$ cat src/rtl/fixed_point_mac.sv
// rtl/fixed_point_mac.sv - signed Q16.16 pipelined multiply-accumulate
//
// Purpose:
//   Every clock, multiplies data_in_a by data_in_b (both signed Q16.16),
//   rounds the Q32.32 product half-up to Q32.16, and adds it into a running
//   ACC_W-bit accumulator. The accumulated sum is presented on data_out as
//   signed Q16.16 through one further register stage. There is no enable and
//   no handshake: the sum only changes through its inputs or through reset.
//
// Pipeline:
//   edge N   : operands -> prod_q (rounded product)
//   edge N+1 : acc_q <= acc_q + prod_q
//   edge N+2 : data_out <= acc_q (truncated or clamped)
//
// Ports:
//   clk        in   1      rising-edge clock
//   rst        in   1      asynchronous active-low reset (0 = in reset)
//   data_in_a  in   WIDTH  operand A, signed Q16.16
//   data_in_b  in   WIDTH  operand B, signed Q16.16
//   data_out   out  WIDTH  accumulated sum, signed Q16.16, registered
//
// Build option:
//   MAC_SATURATE_EN  defined   : accumulator saturates at ACC_W signed bounds,
//                                data_out clamps to the WIDTH-bit signed range.
//                    undefined : accumulator wraps modulo 2^ACC_W,
//                                data_out is the low WIDTH bits of acc_q.

module fixed_point_mac #(
  parameter int WIDTH = 32,
  parameter int FRAC  = 16,
  parameter int ACC_W = 2*WIDTH - FRAC
) (
  input  logic             clk,
  input  logic             rst,
  input  logic [WIDTH-1:0] data_in_a,
  input  logic [WIDTH-1:0] data_in_b,
  output logic [WIDTH-1:0] data_out
);

  localparam int PW = 2*WIDTH;

  // Half of one output LSB, added before the shift for round-half-up.
  localparam logic [PW-1:0] RND = {{(PW-1){1'b0}}, 1'b1} << (FRAC-1);

  // ---------------------------------------------------------------------
  // Stage 1: full-precision signed multiply and rounding
  // ---------------------------------------------------------------------
  logic signed [PW-1:0]    a_ext;
  logic signed [PW-1:0]    b_ext;
  logic signed [PW-1:0]    prod_full;
  logic signed [PW-1:0]    prod_rnd;
  logic signed [ACC_W-1:0] prod_d;
  logic signed [ACC_W-1:0] prod_q;

  // Sign-extend explicitly so the multiply is carried out at full product
  // width; the low PW bits of a PW x PW multiply are the exact signed product.
  assign a_ext     = {{WIDTH{data_in_a[WIDTH-1]}}, data_in_a};
  assign b_ext     = {{WIDTH{data_in_b[WIDTH-1]}}, data_in_b};
  assign prod_full = a_ext * b_ext;

  // The largest magnitude product, (-2^31)^2 = 2^62, plus the rounding
  // constant still fits PW signed bits, so this add cannot overflow.
  assign prod_rnd  = prod_full + $signed(RND);

  // Arithmetic shift drops the fraction bits; the remaining value always
  // fits ACC_W signed bits (worst case 2^46).
  assign prod_d    = ACC_W'(prod_rnd >>> FRAC);

  // ---------------------------------------------------------------------
  // Stage 2: accumulate
  // ---------------------------------------------------------------------
  logic signed [ACC_W-1:0] acc_q;
  logic signed [ACC_W-1:0] acc_sum;
  logic signed [ACC_W-1:0] acc_d;

  assign acc_sum = acc_q + prod_q;

`ifdef MAC_SATURATE_EN
  localparam logic [ACC_W-1:0] ACC_MAX = {1'b0, {(ACC_W-1){1'b1}}};
  localparam logic [ACC_W-1:0] ACC_MIN = {1'b1, {(ACC_W-1){1'b0}}};

  logic acc_ovf;

  // Signed overflow: both addends share a sign that the sum does not.
  assign acc_ovf = (acc_q[ACC_W-1] == prod_q[ACC_W-1]) &&
                   (acc_sum[ACC_W-1] != acc_q[ACC_W-1]);

  always_comb begin
    acc_d = acc_sum;
    if (acc_ovf) begin
      acc_d = acc_q[ACC_W-1] ? $signed(ACC_MIN) : $signed(ACC_MAX);
    end
  end
`else
  assign acc_d = acc_sum;
`endif

  // ---------------------------------------------------------------------
  // Output stage
  // ---------------------------------------------------------------------
  logic [WIDTH-1:0] out_d;

`ifdef MAC_SATURATE_EN
  localparam logic [WIDTH-1:0] OUT_MAX = {1'b0, {(WIDTH-1){1'b1}}};
  localparam logic [WIDTH-1:0] OUT_MIN = {1'b1, {(WIDTH-1){1'b0}}};

  logic [ACC_W-WIDTH:0] acc_hi;

  // acc_q fits WIDTH signed bits exactly when every bit from the output
  // sign position upward is a copy of the sign.
  assign acc_hi = acc_q[ACC_W-1:WIDTH-1];

  always_comb begin
    out_d = acc_q[WIDTH-1:0];
    if (!((acc_hi == '0) || (acc_hi == '1))) begin
      out_d = acc_q[ACC_W-1] ? OUT_MIN : OUT_MAX;
    end
  end
`else
  assign out_d = acc_q[WIDTH-1:0];
`endif

  // ---------------------------------------------------------------------
  // Registers: all cleared asynchronously so a mid-run reset discards any
  // product still in flight.
  // ---------------------------------------------------------------------
  always_ff @(posedge clk or negedge rst) begin
    if (!rst) begin
      prod_q   <= '0;
      acc_q    <= '0;
      data_out <= '0;
    end else begin
      prod_q   <= prod_d;
      acc_q    <= acc_d;
      data_out <= out_d;
    end
  end

endmodule

$ cat config.mk
export PLATFORM = sky130hd
export DESIGN_NAME = fixed_point_mac
export DESIGN_NICKNAME = d
export VERILOG_FILES = /design/src/rtl/fixed_point_mac.sv
export SDC_FILE = /design/constraint.sdc
export NUM_CORES = 2
export LEC_CHECK = 0
export CAP_MARGIN = 15
export CORE_MARGIN = 3
export CORE_UTILIZATION = 26
export CTS_CLUSTER_DIAMETER = 120
export DETAILED_ROUTE_END_ITERATION = 7
export SYNTH_ARGS = -nofsm -noshare
export SYNTH_HDL_FRONTEND = slang
export SYNTH_SLANG_ARGS = --single-unit
$ cat constraint.sdc
create_clock -name clk -period 3.65 [get_ports clk]
set_clock_uncertainty 0.1 [all_clocks]
set_input_delay 0.9125 -clock clk [delete_from_list [all_inputs] [get_ports clk]]
set_output_delay 0.9125 -clock clk [all_outputs]
set_load 0.05 [all_outputs]
Yosys cells after proc, flatten, opt, wreduce, memory -nomap -nowiden
Index checks and enable logic that the tools add are counted.

word-level totals
  register bits after elaboration = 128
  input port bits = 66
  logic and storage cells = 6

operators by class
  $add $sub $neg = 2
  multipliers = 1

operators with widths
  operator                                                           number
  64-bit by 17-bit adder with 64-bit output (second input constant)  1
  32-bit by 32-bit multiplier with 64-bit output                     1
  48-bit adder                                                       1

Longest topological paths before layout
  depth in word-level cells = 2
  gate-level depth with buffers = 28
  gate-level depth less buffers = 27

Least setup slack after synthesis
Ideal clock, no wire load.

  path kind = input-to-reg
  start point = in data_in_b[2]
  end point = reg prod_q[31]
  library setup time = 0.125 ns
  arrival = 7.372 ns
  required time = 3.425 ns
  path slack = -3.947 ns
  stages = 25
  path buffers = 1
  path through = clkbuf_1 > nand2_1 > fa_1 > fa_1 > fa_1 > fa_1 > inv_1 > fa_1 > inv_1 > fa_1 > inv_1 > fa_1 > inv_1 > fa_1 > inv_1 > ha_1 > a21oi_1 > o21ai_1 > a31o_2 > a211o_1 > a21oi_2 > o21ai_1 > a211oi_1 > o21bai_1 > xnor2_1

on the way
  longest elaborated chain between the ends = 2

ends and longest elaborated chain
  item                                            RTL line  text
  start: declaration                              36        input logic [WIDTH-1:0] data_in_b,
  32-bit by 32-bit multiplier with 64-bit output  59        assign prod_full = a_ext * b_ext;
  64-bit by 17-bit adder with 64-bit output       63        assign prod_rnd = prod_full + $signed(RND);
  via prod_rnd[47]                                51        logic signed [PW-1:0] prod_rnd;
  end signal: assignment                          133       prod_q <= prod_d;
  end: declaration                                53        logic signed [ACC_W-1:0] prod_q;

The timed path passes the listed nets, and every way through them passes these cells.

Final worst setup path
  start point = in data_in_b[5]
  end point = reg prod_q[16]

The elaborated chain is that of the path after synthesis.

==> results.yml <==
synthesis:
  synth_edf_count: 0
  syn_avg_cell_area_um2: 9.60
  yosysWarningCount: 0
  yosysTopAreaCell: "fa_1"
  syn_inst: 3361
  ys_types: 57
  ys.flop_type: "dfrtp_1"
  ys_ff_latch: 96
  yosys.area_share.adder_pct: 59.5
  synth_top_area_share_pct: 52.1
  ys_async_sr_fraction_pct: 100
  yosysMostFrequentCell: "fa_1"
  synth_top_family_by_area: "adder cells"
  synthMuxAreaShare_pct: 0.0310
  synth-compound-area-share_pct: 3.68
  synth_area_um2: 32300
  synth_seq_area_share_pct: 7.45
  synth.area.top_cells: "fa_1 52%, inv_1 9.2%, and2_1 8.3%, dfrtp_1 7.4%, ha_1 7.4%"
  syn_nets: 4458
  synthSimpleGateAreaFrac_pct: 15.5
  synth_common_cells: "840 x fa_1, 787 x inv_1, 479 x nand2_1"
  synth_xor_area_share_pct: 2.69
place:
  place_congestion: 0.857
  post_dp_cell_area_um2: 38200
  dp_hpwl_mm: 79.5
  io_buffers: 97
sta:
  fmax_mhz: 136
  fin_ws_ns: -3.72
  final.setup.tns_ns: -109.67
  drv_slew: 0
  fin_crit_sh_pct: 202
  setup_viol: 32
  finalHoldViolCount: 0
  worst_pin_slew_ns: 0.649
  post-route-min-period_ns: 7.37
  rsz0062_at_grt: "yes"
  slew_headroom_pct: 56.6
clock_network:
  cts_buffers: 9
  cts_max_path_buffers: 2
  clock-root-buffer: "clkbuf_16"
  clk_pin_slew_ns: 0.08
  cts.htree.levels: 3
  cts_num_sinks: 96
  cts_tree: "done"
  cts-hold-fix-buffers: 0
  insertion_delay_ns: 0.37
route:
  ant_nets: 0
  routedWlPerCell_um: 19.0
  vias: 23900
  viasPerCell: 4.39
  drt_first_iter_violations: 1287
  dr.pass1.iters: 6
  drcViolationCount: 0
  wl_mm: 104
grt:
  antenna_found_initial: 3
  grt_pass1_wl_mm: 159
  track_usage_pct: 16.4
  first_global_vias: 26200
  grt_max_degree: 77
  grt_remaining_overflow: 0
floorplan:
  die_w_um: 358
  start_util_pct: 26.3
  die_y_um: 358
  pin_count: 98
  fp.coreArea_um2: 123000
  die_area_um2: 128000
  rows: 128
worst_setup_path:
  cp-start-kind: "input pin"
  crit_fanout: 11
  cp.arrival_ns: 7.53
  worst-setup-path-type: "input pin to flop"
  crit_path_end_kind: "flop"
  cp.required_ns: 3.81
outcome:
  violations: "setup timing"
  status: "finished with violations"
worst_hold_path:
  hp-class: "flop to flop"
cells_and_area:
  nets: 4917
  drive_gt1_share_pct: 23.2
  design_area_um2: 42100
  areaGrowthSynthToFinish_pct: 30.6
job:
  cap_violations: 0
registers in the layout, indices dropped and copies added, names as in the netlist:
signal,flops
acc_q,32
data_out,32
prod_q,32
layout make-up:
class,count,area [um^2]
multi-input cells,2312,27300
clock inverters,6,57.6
repair buffers,614,7130
diodes,1,2.50
flip-flops and latches,96,2400
clock buffers,10,229
well taps,1625,2030
fillers,12300,80400
inverters,787,2960
worst max-delay path, cell delays in order:
cell	delay, ns
buf_12	0.11
bufbuf_16	0.27
and2_1	0.16
fa_2	0.58
fa_2	0.45
fa_1	0.51
inv_1	0.05
fa_1	0.48
inv_2	0.05
fa_1	0.48
fa_1	0.56
fa_1	0.43
fa_1	0.55
ha_4	0.22
buf_4	0.14
nand4_1	0.12
buf_4	0.12
a21o_1	0.11
nand2_2	0.07
o31a_1	0.35
a41o_1	0.22
o41a_1	0.38
xor2_1	0.18
stage by stage:
step                instances  utilization (%)  hold slack [ns]  setup WS [ns]
floorplan                3361                -            0.257          -3.56
global placement         5250             31.1            0.269          -4.62
detailed placement       5250             31.1            0.274          -4.63
CTS                      5412             33.7            0.294          -3.82
global route             5450             34.4            0.307          -3.91
finish                   5451             34.4            0.288          -3.72
cell families (layout without fill, tap and decap cells):
kind of cell / after synthesis / in the layout
DFF: 96 / 96
xor gates and xnor gates: 99 / 99
buffers and inverters: 953 / 1417
other: 0 / 1
AOI/OAI and AO/OA: 177 / 177
adders and majority gates: 1031 / 1031
muxes: 1 / 1
and+or+nand+nor: 1004 / 1004
path summary, 6_finish.rpt:
check	end	startpoint	cells after the start	slack, ns
min	data_out[29]	acc_q[29]	0	0.29
max in group asynchronous	data_out[27]	rst	2	2.36
min reg2reg	data_out[29]	acc_q[29]	0	0.29
max reg2reg	acc_q[31]	acc_q[12]	10	0.51
min in group asynchronous	data_out[1]	rst	1	0.32
max	prod_q[16]	data_in_b[5]	23	-3.72
metal layers:
metal / track usage, % / vias up / part of all wire (%)
met5: 0 / - / 0.013
met4: 4.53 / 2 / 2.9
met3: 5.13 / 116 / 9.6
met2: 25.4 / 819 / 44
met1: 22.1 / 12400 / 43
li1: - / 10600 / -
what timing repair did:
item	CTS	global route
resized for setup	556	191
pin swaps	209	164
endpoints found under the setup margin	32	32
buffers inserted	120	37
endpoints found under the hold margin	0	0
gates cloned	28	6
cells in the final DEF (no fill, tap or decap), types with 32 or more instances in the layout:
cell type        Yosys  final
fa_2                 0     92
inv_1              787    727
dfrtp_1             96     96
nand2_1            479    451
buf_12               0     98
buf_6                0     80
clkdlybuf4s50_1      0     32
xnor2_1             76     73
and2_4               0     49
inv_2                0     57
and2_1             427    378
ha_1               191    168
buf_4                0    307
fa_1               840    748
a21oi_1             57     36
Power is not shown: default switching activity piles up to over one toggle a cycle in this logic, so the estimate is an artifact.
